`src/rtl/mem_arbiter.sv`:
```
// mem_arbiter
//   Arbiter and sequencer for the single-ported unified instruction/data
//   memory of the 16-bit pipelined core. One requester at a time is granted;
//   the memory is driven for LATENCY cycles, then the owner gets a one-cycle
//   ack with its read data. Data requests win over fetch.
//
//   Optional build macro STARVE_GUARD_EN: after MAX_BURST consecutive data
//   grants made while a fetch was waiting, the next arbitration goes to fetch.
//   Without it, data priority is strict and fetch may starve.
//
// Parameters
//   LATENCY    memory access cycles, 1..15
//   MAX_BURST  data grants tolerated while fetch waits (STARVE_GUARD_EN only)
//
// Ports
//   clk, rst                 clock, synchronous active-high reset
//   hlt                      blocks new fetch grants
//   if_req/if_addr           fetch request, held until if_ack
//   if_rdata/if_ack          fetched word and completion pulse
//   d_rd/d_wr/d_addr/d_wdata data request, held until d_ack
//   d_rdata/d_ack            load data and completion pulse
//   mem_re/mem_we/mem_addr/mem_wdata/mem_rdata  memory port
//   stall_if/stall_mem       pipeline holds while a request is outstanding
//   err                      sticky: d_rd and d_wr both high at a grant
module mem_arbiter #(
  parameter int LATENCY   = 2,
  parameter int MAX_BURST = 4
) (
  input  logic        clk,
  input  logic        rst,
  input  logic        hlt,
  input  logic        if_req,
  input  logic [15:0] if_addr,
  output logic [15:0] if_rdata,
  output logic        if_ack,
  input  logic        d_rd,
  input  logic        d_wr,
  input  logic [15:0] d_addr,
  input  logic [15:0] d_wdata,
  output logic [15:0] d_rdata,
  output logic        d_ack,
  output logic        mem_re,
  output logic        mem_we,
  output logic [15:0] mem_addr,
  output logic [15:0] mem_wdata,
  input  logic [15:0] mem_rdata,
  output logic        stall_if,
  output logic        stall_mem,
  output logic        err
);

  typedef enum logic [1:0] {IDLE, BUSY, RESP} state_e;

  localparam int                 BURST_W   = $clog2(MAX_BURST + 1);
  localparam logic [3:0]         CNT_LAST  = 4'(LATENCY - 1);
  localparam logic [BURST_W-1:0] BURST_MAX = BURST_W'(MAX_BURST);

  state_e             state_q, state_d;
  logic               owner_q, owner_d;   // 1 = data port owns the access
  logic               we_q, we_d;
  logic [3:0]         cnt_q, cnt_d;
  logic [BURST_W-1:0] burst_q, burst_d;
  logic [15:0]        if_rdata_q, if_rdata_d;
  logic [15:0]        d_rdata_q, d_rdata_d;
  logic               if_ack_q, if_ack_d;
  logic               d_ack_q, d_ack_d;
  logic               mem_re_q, mem_re_d;
  logic               mem_we_q, mem_we_d;
  logic [15:0]        mem_addr_q, mem_addr_d;
  logic [15:0]        mem_wdata_q, mem_wdata_d;
  logic               err_q, err_d;

  logic data_pend;
  logic if_ok;
  logic force_if;
  logic grant_data;
  logic grant_if;
  logic last_cycle;

  // Arbitration. Only the IDLE state grants; RESP deliberately ignores
  // requests because the owner is still deasserting its request.
  always_comb begin
    data_pend = d_rd | d_wr;
    if_ok     = if_req & ~hlt;
`ifdef STARVE_GUARD_EN
    force_if  = if_ok && (burst_q == BURST_MAX);
`else
    force_if  = 1'b0;
`endif
    grant_data = (state_q == IDLE) && data_pend && !force_if;
    grant_if   = (state_q == IDLE) && if_ok && (!data_pend || force_if);
    last_cycle = (state_q == BUSY) && (cnt_q == CNT_LAST);
  end

  // Next-state logic.
  always_comb begin
    state_d = state_q;
    case (state_q)
      IDLE:    if (grant_data || grant_if) state_d = BUSY;
      BUSY:    if (last_cycle) state_d = RESP;
      RESP:    state_d = IDLE;
      default: state_d = IDLE;
    endcase
  end

  // Output and datapath logic. Memory enables are registered so they are
  // high exactly during the LATENCY BUSY cycles. Read data is loaded into the
  // owner's register on the same edge that raises its ack, so the data is
  // valid for the whole ack cycle.
  always_comb begin
    owner_d     = owner_q;
    we_d        = we_q;
    cnt_d       = cnt_q;
    burst_d     = burst_q;
    if_rdata_d  = if_rdata_q;
    d_rdata_d   = d_rdata_q;
    if_ack_d    = 1'b0;
    d_ack_d     = 1'b0;
    mem_re_d    = mem_re_q;
    mem_we_d    = mem_we_q;
    mem_addr_d  = mem_addr_q;
    mem_wdata_d = mem_wdata_q;
    err_d       = err_q;

    if (grant_data) begin
      // A simultaneous read+write is executed as a write and flagged.
      owner_d     = 1'b1;
      we_d        = d_wr;
      mem_re_d    = ~d_wr;
      mem_we_d    = d_wr;
      mem_addr_d  = d_addr;
      mem_wdata_d = d_wdata;
      cnt_d       = '0;
      if (d_rd && d_wr) err_d = 1'b1;
      // The burst count tracks data grants taken while fetch was eligible;
      // it saturates so it cannot wrap when no guard acts on it.
      if (if_ok) begin
        if (burst_q != BURST_MAX) burst_d = burst_q + BURST_W'(1);
      end else if (!if_req) begin
        burst_d = '0;
      end
    end else if (grant_if) begin
      owner_d     = 1'b0;
      we_d        = 1'b0;
      mem_re_d    = 1'b1;
      mem_we_d    = 1'b0;
      mem_addr_d  = if_addr;
      mem_wdata_d = '0;
      cnt_d       = '0;
      burst_d     = '0;
    end

    if (state_q == BUSY) begin
      if (last_cycle) begin
        mem_re_d = 1'b0;
        mem_we_d = 1'b0;
        cnt_d    = '0;
        if (owner_q) d_ack_d  = 1'b1;
        else         if_ack_d = 1'b1;
        if (!we_q) begin
          if (owner_q) d_rdata_d  = mem_rdata;
          else         if_rdata_d = mem_rdata;
        end
      end else begin
        cnt_d = cnt_q + 4'd1;
      end
    end
  end

  // State register. Reset abandons any access in flight without an ack.
  always_ff @(posedge clk) begin
    if (rst) begin
      state_q     <= IDLE;
      owner_q     <= 1'b0;
      we_q        <= 1'b0;
      cnt_q       <= '0;
      burst_q     <= '0;
      if_rdata_q  <= '0;
      d_rdata_q   <= '0;
      if_ack_q    <= 1'b0;
      d_ack_q     <= 1'b0;
      mem_re_q    <= 1'b0;
      mem_we_q    <= 1'b0;
      mem_addr_q  <= '0;
      mem_wdata_q <= '0;
      err_q       <= 1'b0;
    end else begin
      state_q     <= state_d;
      owner_q     <= owner_d;
      we_q        <= we_d;
      cnt_q       <= cnt_d;
      burst_q     <= burst_d;
      if_rdata_q  <= if_rdata_d;
      d_rdata_q   <= d_rdata_d;
      if_ack_q    <= if_ack_d;
      d_ack_q     <= d_ack_d;
      mem_re_q    <= mem_re_d;
      mem_we_q    <= mem_we_d;
      mem_addr_q  <= mem_addr_d;
      mem_wdata_q <= mem_wdata_d;
      err_q       <= err_d;
    end
  end

  assign if_rdata  = if_rdata_q;
  assign d_rdata   = d_rdata_q;
  assign if_ack    = if_ack_q;
  assign d_ack     = d_ack_q;
  assign mem_re    = mem_re_q;
  assign mem_we    = mem_we_q;
  assign mem_addr  = mem_addr_q;
  assign mem_wdata = mem_wdata_q;
  assign err       = err_q;

  // Stalls follow the live requests so the pipeline releases in the ack cycle.
  assign stall_if  = if_req & ~if_ack_q;
  assign stall_mem = (d_rd | d_wr) & ~d_ack_q;

endmodule

```
`config.mk`:
```
export PLATFORM = sky130hd
export DESIGN_NAME = mem_arbiter
export DESIGN_NICKNAME = d
export VERILOG_FILES = /design/src/rtl/mem_arbiter.sv
export SDC_FILE = /design/constraint.sdc
export NUM_CORES = 1
export LEC_CHECK = 0
export ABC_AREA = 1
export CORE_MARGIN = 2
export CORE_UTILIZATION = 30
export CTS_BUF_LIST = sky130_fd_sc_hd__clkbuf_16
export CTS_CLUSTER_SIZE = 16
export DETAILED_ROUTE_END_ITERATION = 10
export GPL_ROUTABILITY_DRIVEN = 0
export PLACE_DENSITY = 0.66
export SLEW_MARGIN = 20
export SYNTH_ARGS = -nofsm -noshare
export SYNTH_HDL_FRONTEND = slang
export SYNTH_SLANG_ARGS = --single-unit
```
`constraint.sdc`:
```
create_clock -name clk -period 1.53 [get_ports clk]
set_input_delay 0.306 -clock clk [delete_from_list [all_inputs] [get_ports clk]]
set_output_delay 0.306 -clock clk [all_outputs]
set_load 0.01 [all_outputs]
```
==> flow_summary.html <==
<table>
<tr><th>Metric</th><th>Value</th></tr>
<tr><th colspan="2">GRT</th></tr>
<tr><td>Pin count of the biggest net entering global routing</td><td>34</td></tr>
<tr><td>Vias in the first global route</td><td>3245</td></tr>
<tr><td>Wire length of the first global-routing pass</td><td>14.6 mm</td></tr>
<tr><td>Residual overflow from global routing</td><td>0</td></tr>
<tr><td>Initial antenna violation count</td><td>0</td></tr>
<tr><td>Global Route Usage Sum</td><td>15.3%</td></tr>
<tr><th colspan="2">Clock network</th></tr>
<tr><td>Clock tree from TritonCTS</td><td>yes</td></tr>
<tr><td>Reg clk slew, reported paths</td><td>0.06 ns</td></tr>
<tr><td>Buffer cell driving the clock tree root</td><td>clkbuf_16</td></tr>
<tr><td>Longest Clk Path Bufs</td><td>2</td></tr>
<tr><td>Total clock sinks</td><td>77</td></tr>
<tr><td>H-tree depth</td><td>3</td></tr>
<tr><td>Clock buffer count from CTS</td><td>9</td></tr>
<tr><td>Insertion delay of the later-clocked pin in the worst-skew pair</td><td>0.32 ns</td></tr>
<tr><td>Total of hold buffers inserted after clock tree synthesis</td><td>0</td></tr>
<tr><th colspan="2">Worst setup path</th></tr>
<tr><td>Critical Path Max Stage Delay</td><td>0.54 ns</td></tr>
<tr><td>Req. time, crit path</td><td>1.22 ns</td></tr>
<tr><td>FF-to-FF setup slack</td><td>0.13 ns</td></tr>
<tr><td>Reg2Reg Capture Point</td><td>if_rdata[10]</td></tr>
<tr><td>Crit path launch</td><td>mem_wdata[11]</td></tr>
<tr><td>Nature of the critical path startpoint</td><td>register</td></tr>
<tr><td>Worst flop-to-flop path startpoint</td><td>cnt_q[0]</td></tr>
<tr><td>Cell-by-cell trace of the critical path</td><td>clkdlybuf4s50_1</td></tr>
<tr><td>CP endpoint</td><td>mem_wdata[11]</td></tr>
<tr><td>Data arrival time at the worst-slack endpoint</td><td>1.20 ns</td></tr>
<tr><td>Worst reg-to-reg path cell count</td><td>7</td></tr>
<tr><td>CP max stage cell</td><td>clkdlybuf4s50_1</td></tr>
<tr><td>Buf+Inv Stages, Crit Path</td><td>1</td></tr>
<tr><td>Kind of end point of the critical path</td><td>output port</td></tr>
<tr><td>WP depth</td><td>1</td></tr>
<tr><td>CP delay by family, top</td><td>buffers and inverters</td></tr>
<tr><td>Crit path kind</td><td>reg2out</td></tr>
<tr><td>Biggest fanout along the worst timing path</td><td>2</td></tr>
<tr><th colspan="2">Placement</th></tr>
<tr><td>Placed standard-cell area</td><td>4960 sq um</td></tr>
<tr><td>Number of buffers added on ports</td><td>140</td></tr>
<tr><td>Setup slack after placement</td><td>-0.388 ns</td></tr>
<tr><td>HPWL after detailed placement</td><td>6.82 mm</td></tr>
<tr><th colspan="2">Synthesis</th></tr>
<tr><td>Largest family of logic cells by synthesized area</td><td>simple AND/OR/NAND/NOR gates</td></tr>
<tr><td>Cell count after synthesis</td><td>494</td></tr>
<tr><td>Post-Syn Area</td><td>3340 sq um</td></tr>
<tr><td>Sequential area share after synthesis</td><td>46.1%</td></tr>
<tr><td>Flip-flop and latch count after synthesis</td><td>77</td></tr>
<tr><td>Warnings, synthesis</td><td>0</td></tr>
<tr><td>Post-synthesis mux area share</td><td>0%</td></tr>
<tr><td>Avg Synthesized Cell Area</td><td>6.77 sq um</td></tr>
<tr><td>Compound-gate portion of the synthesized area</td><td>roughly 4.0%</td></tr>
<tr><td>Number of nets in the synthesized netlist</td><td>566</td></tr>
<tr><td>Adder-Cell Fraction of Synth Area</td><td>0.749%</td></tr>
<tr><td>Post-Synth Simple-Gate Area</td><td>39.9%</td></tr>
<tr><td>Number of distinct library cells after synthesis</td><td>22</td></tr>
<tr><td>Xor and xnor area share after synthesis</td><td>0%</td></tr>
<tr><th colspan="2">Floorplan</th></tr>
<tr><td>Horizontal extent of the die</td><td>~110 um</td></tr>
<tr><td>Number of cell rows</td><td>38</td></tr>
<tr><td>Area of the die</td><td>12000 sq um</td></tr>
<tr><td>Chip height</td><td>approximately 110 um</td></tr>
<tr><td>Placeable core region</td><td>10800 sq um</td></tr>
<tr><td>Initial Util</td><td>30.8%</td></tr>
<tr><td>Number of I/O pins</td><td>141</td></tr>
<tr><th colspan="2">Cells and area</th></tr>
<tr><td>Number of nets in the layout</td><td>roughly 700</td></tr>
<tr><td>Proportion of layout cells with a drive suffix above 1</td><td>7.19%</td></tr>
<tr><td>Layout Utilization</td><td>about 50%</td></tr>
<tr><td>Antenna cells</td><td>0</td></tr>
<tr><td>Area of the multi-input gates</td><td>between 1500 and 2000 sq um</td></tr>
<tr><td>Sequential cell area</td><td>about 1500 sq um</td></tr>
<tr><td>Number of inserted filler cells in the final layout</td><td>1075</td></tr>
<tr><td>Post-route cell area</td><td>5440 sq um</td></tr>
<tr><td>Area added between synthesis and finish</td><td>62.7%</td></tr>
<tr><th colspan="2">Routing</th></tr>
<tr><td>Total Routed Length</td><td>9.35 mm</td></tr>
<tr><td>Detailed-route vias per instance</td><td>4.41</td></tr>
<tr><td>Drt first pass iters</td><td>5</td></tr>
<tr><td>DRT antenna net count</td><td>0</td></tr>
<tr><td>Drt first-iter violations</td><td>143</td></tr>
<tr><td>Residual DRC count</td><td>0</td></tr>
<tr><td>Via count</td><td>3441</td></tr>
<tr><td>Average detailed-routed wire length per instance</td><td>12.0 um</td></tr>
<tr><th colspan="2">Timing</th></tr>
<tr><td>Worst Max-Slew Pin Slew</td><td>around 0.31 ns</td></tr>
<tr><td>Final-report hold violation count</td><td>0</td></tr>
<tr><td>Time the final worst path needs with I/O delays and setup</td><td>1.50 ns</td></tr>
<tr><td>Achievable frequency</td><td>roughly 670 MHz</td></tr>
<tr><td>Worst clock skew on the final layout</td><td>0.00552 ns</td></tr>
<tr><td>Number of pins exceeding their max-slew limit in the final report</td><td>0</td></tr>
<tr><td>Final setup violation count</td><td>0</td></tr>
<tr><td>Post-layout worst setup margin</td><td>0.0267 ns</td></tr>
<tr><td>Unrepaired setup endpoints after global routing</td><td>no</td></tr>
<tr><td>Final critical-path share of the clock period</td><td>a little over nine tenths</td></tr>
<tr><td>Final hold slack</td><td>roughly 0.46 ns</td></tr>
<tr><td>Max-Slew Margin vs Limit</td><td>79.3%</td></tr>
<tr><th colspan="2">Hold path</th></tr>
<tr><td>Worst hold path class</td><td>reg2reg</td></tr>
<tr><td>Count of cells along the worst hold path</td><td>2</td></tr>
<tr><th colspan="2">Power</th></tr>
<tr><td>Total power of the final layout</td><td>5.83 mW</td></tr>
<tr><td>Peak ir drop on the vdd network</td><td>0.000472 V</td></tr>
<tr><td>Power density normalized to cell area</td><td>1070 nW/um^2</td></tr>
<tr><td>Leakage power of the design</td><td>a little over 3 nW</td></tr>
<tr><th colspan="2">Run status</th></tr>
<tr><td>Run status</td><td>completed</td></tr>
<tr><th colspan="2">Job</th></tr>
<tr><td>Max Cap Violations</td><td>0</td></tr>
</table>
where the power goes:
part / switching [mW] / internal (mW) / leakage [nW]
combinational: 0.602 / 0.587 / 2.31
sequential: 0.0822 / 2.15 / 0.630
clock: 0.824 / 1.59 / 0.173
total: 1.51 / 4.32 / 3.12
cells in the final DEF, fill, tap and decap left out:
cell type,count
buf_4,7
clkinv_1,1
inv_6,1
nor2_8,1
dlymetal6s2s_1,45
a21oi_1,25
nand4_1,2
dfxtp_1,77
nor2_1,102
inv_2,4
nand2_1,159
nor3_1,2
dlygate4sd2_1,20
clkdlybuf4s50_1,75
nand3_1,39
o21a_1,1
bufinv_16,3
nor2_2,1
nand3b_1,2
nand3_4,1
ha_2,1
nand2_2,2
ha_1,1
buf_12,8
clkbuf_16,9
nor2_4,7
inv_1,43
clkinv_4,1
registers in the layout, indices dropped and copies added, names as in the netlist:
name       count
cnt_q          4
d_ack          1
d_rdata       16
err            1
if_ack         1
if_rdata      16
mem_addr      16
mem_re         1
mem_wdata     16
mem_we         1
owner_q        1
state_q        2
we_q           1
final cells by class:
class / instances / share of cell area (%)
Clock inverter: 7 / 2.12
Clock buffer: 9 / 4.14
Timing Repair Buffer: 155 / 31.3
Tap cell: 140 / 3.22
Sequential cell: 77 / 28.3
Inverter: 46 / 3.17
Multi-Input combinational cell: 346 / 27.7
cells in the mapped netlist, drive strengths merged:
master,n,share of area (%)
a21oi,25,3.7
buf,18,3.3
clkbuf,7,0.79
clkinv,1,0.11
dfxtp,77,46
ha,2,0.75
inv,45,5.1
nand2,161,18
nand3,40,6.4
nand3b,2,0.45
nand4,2,0.37
nor2,111,14
nor3,2,0.30
o21a,1,0.22
metal layers:
metal,routed length (um),GRT usage (%),vias up,share of wire [%]
met2,4250,26.6,118,46
met4,90,4.61,0,0.96
met3,784,4.33,10,8.4
met1,4220,18.3,1530,45
li1,-,-,1783,-
met5,0,0,-,0
through the flow:
stage          cells  setup TNS, ns
6_report         780              0
5_1_grt          780              0
4_1_cts          778              0
3_5_place_dp     762         -10.40
3_3_place_gp     762          -8.97
2_1_floorplan    494              0
cells by family (layout without fill, tap and decap cells):
family | count (synthesis) | after routing
adders and majority gates | 2 | 2
buffers and inverters | 71 | 217
DFF | 77 | 77
and+or+nand+nor | 318 | 318
AOI/OAI and AO/OA | 26 | 26
timing repair:
action	4_1_cts	5_1_grt
buffers inserted	0	2
pin swaps	1	2
setup endpoints to repair	18	77
resized for setup	22	46
worst min-delay path by stage:
stage	startpoint	end	slack, ns
after floorplan	d_wdata[0]	mem_wdata[0]	0.45
after global placement	mem_wdata[4]	mem_wdata[4]	0.45
after detailed placement	mem_wdata[1]	mem_wdata[1]	0.46
after CTS	mem_wdata[8]	mem_wdata[8]	0.46
after global routing	mem_wdata[8]	mem_wdata[8]	0.48
final	mem_wdata[7]	mem_wdata[7]	0.46
Power figures use the tool's default switching activity.
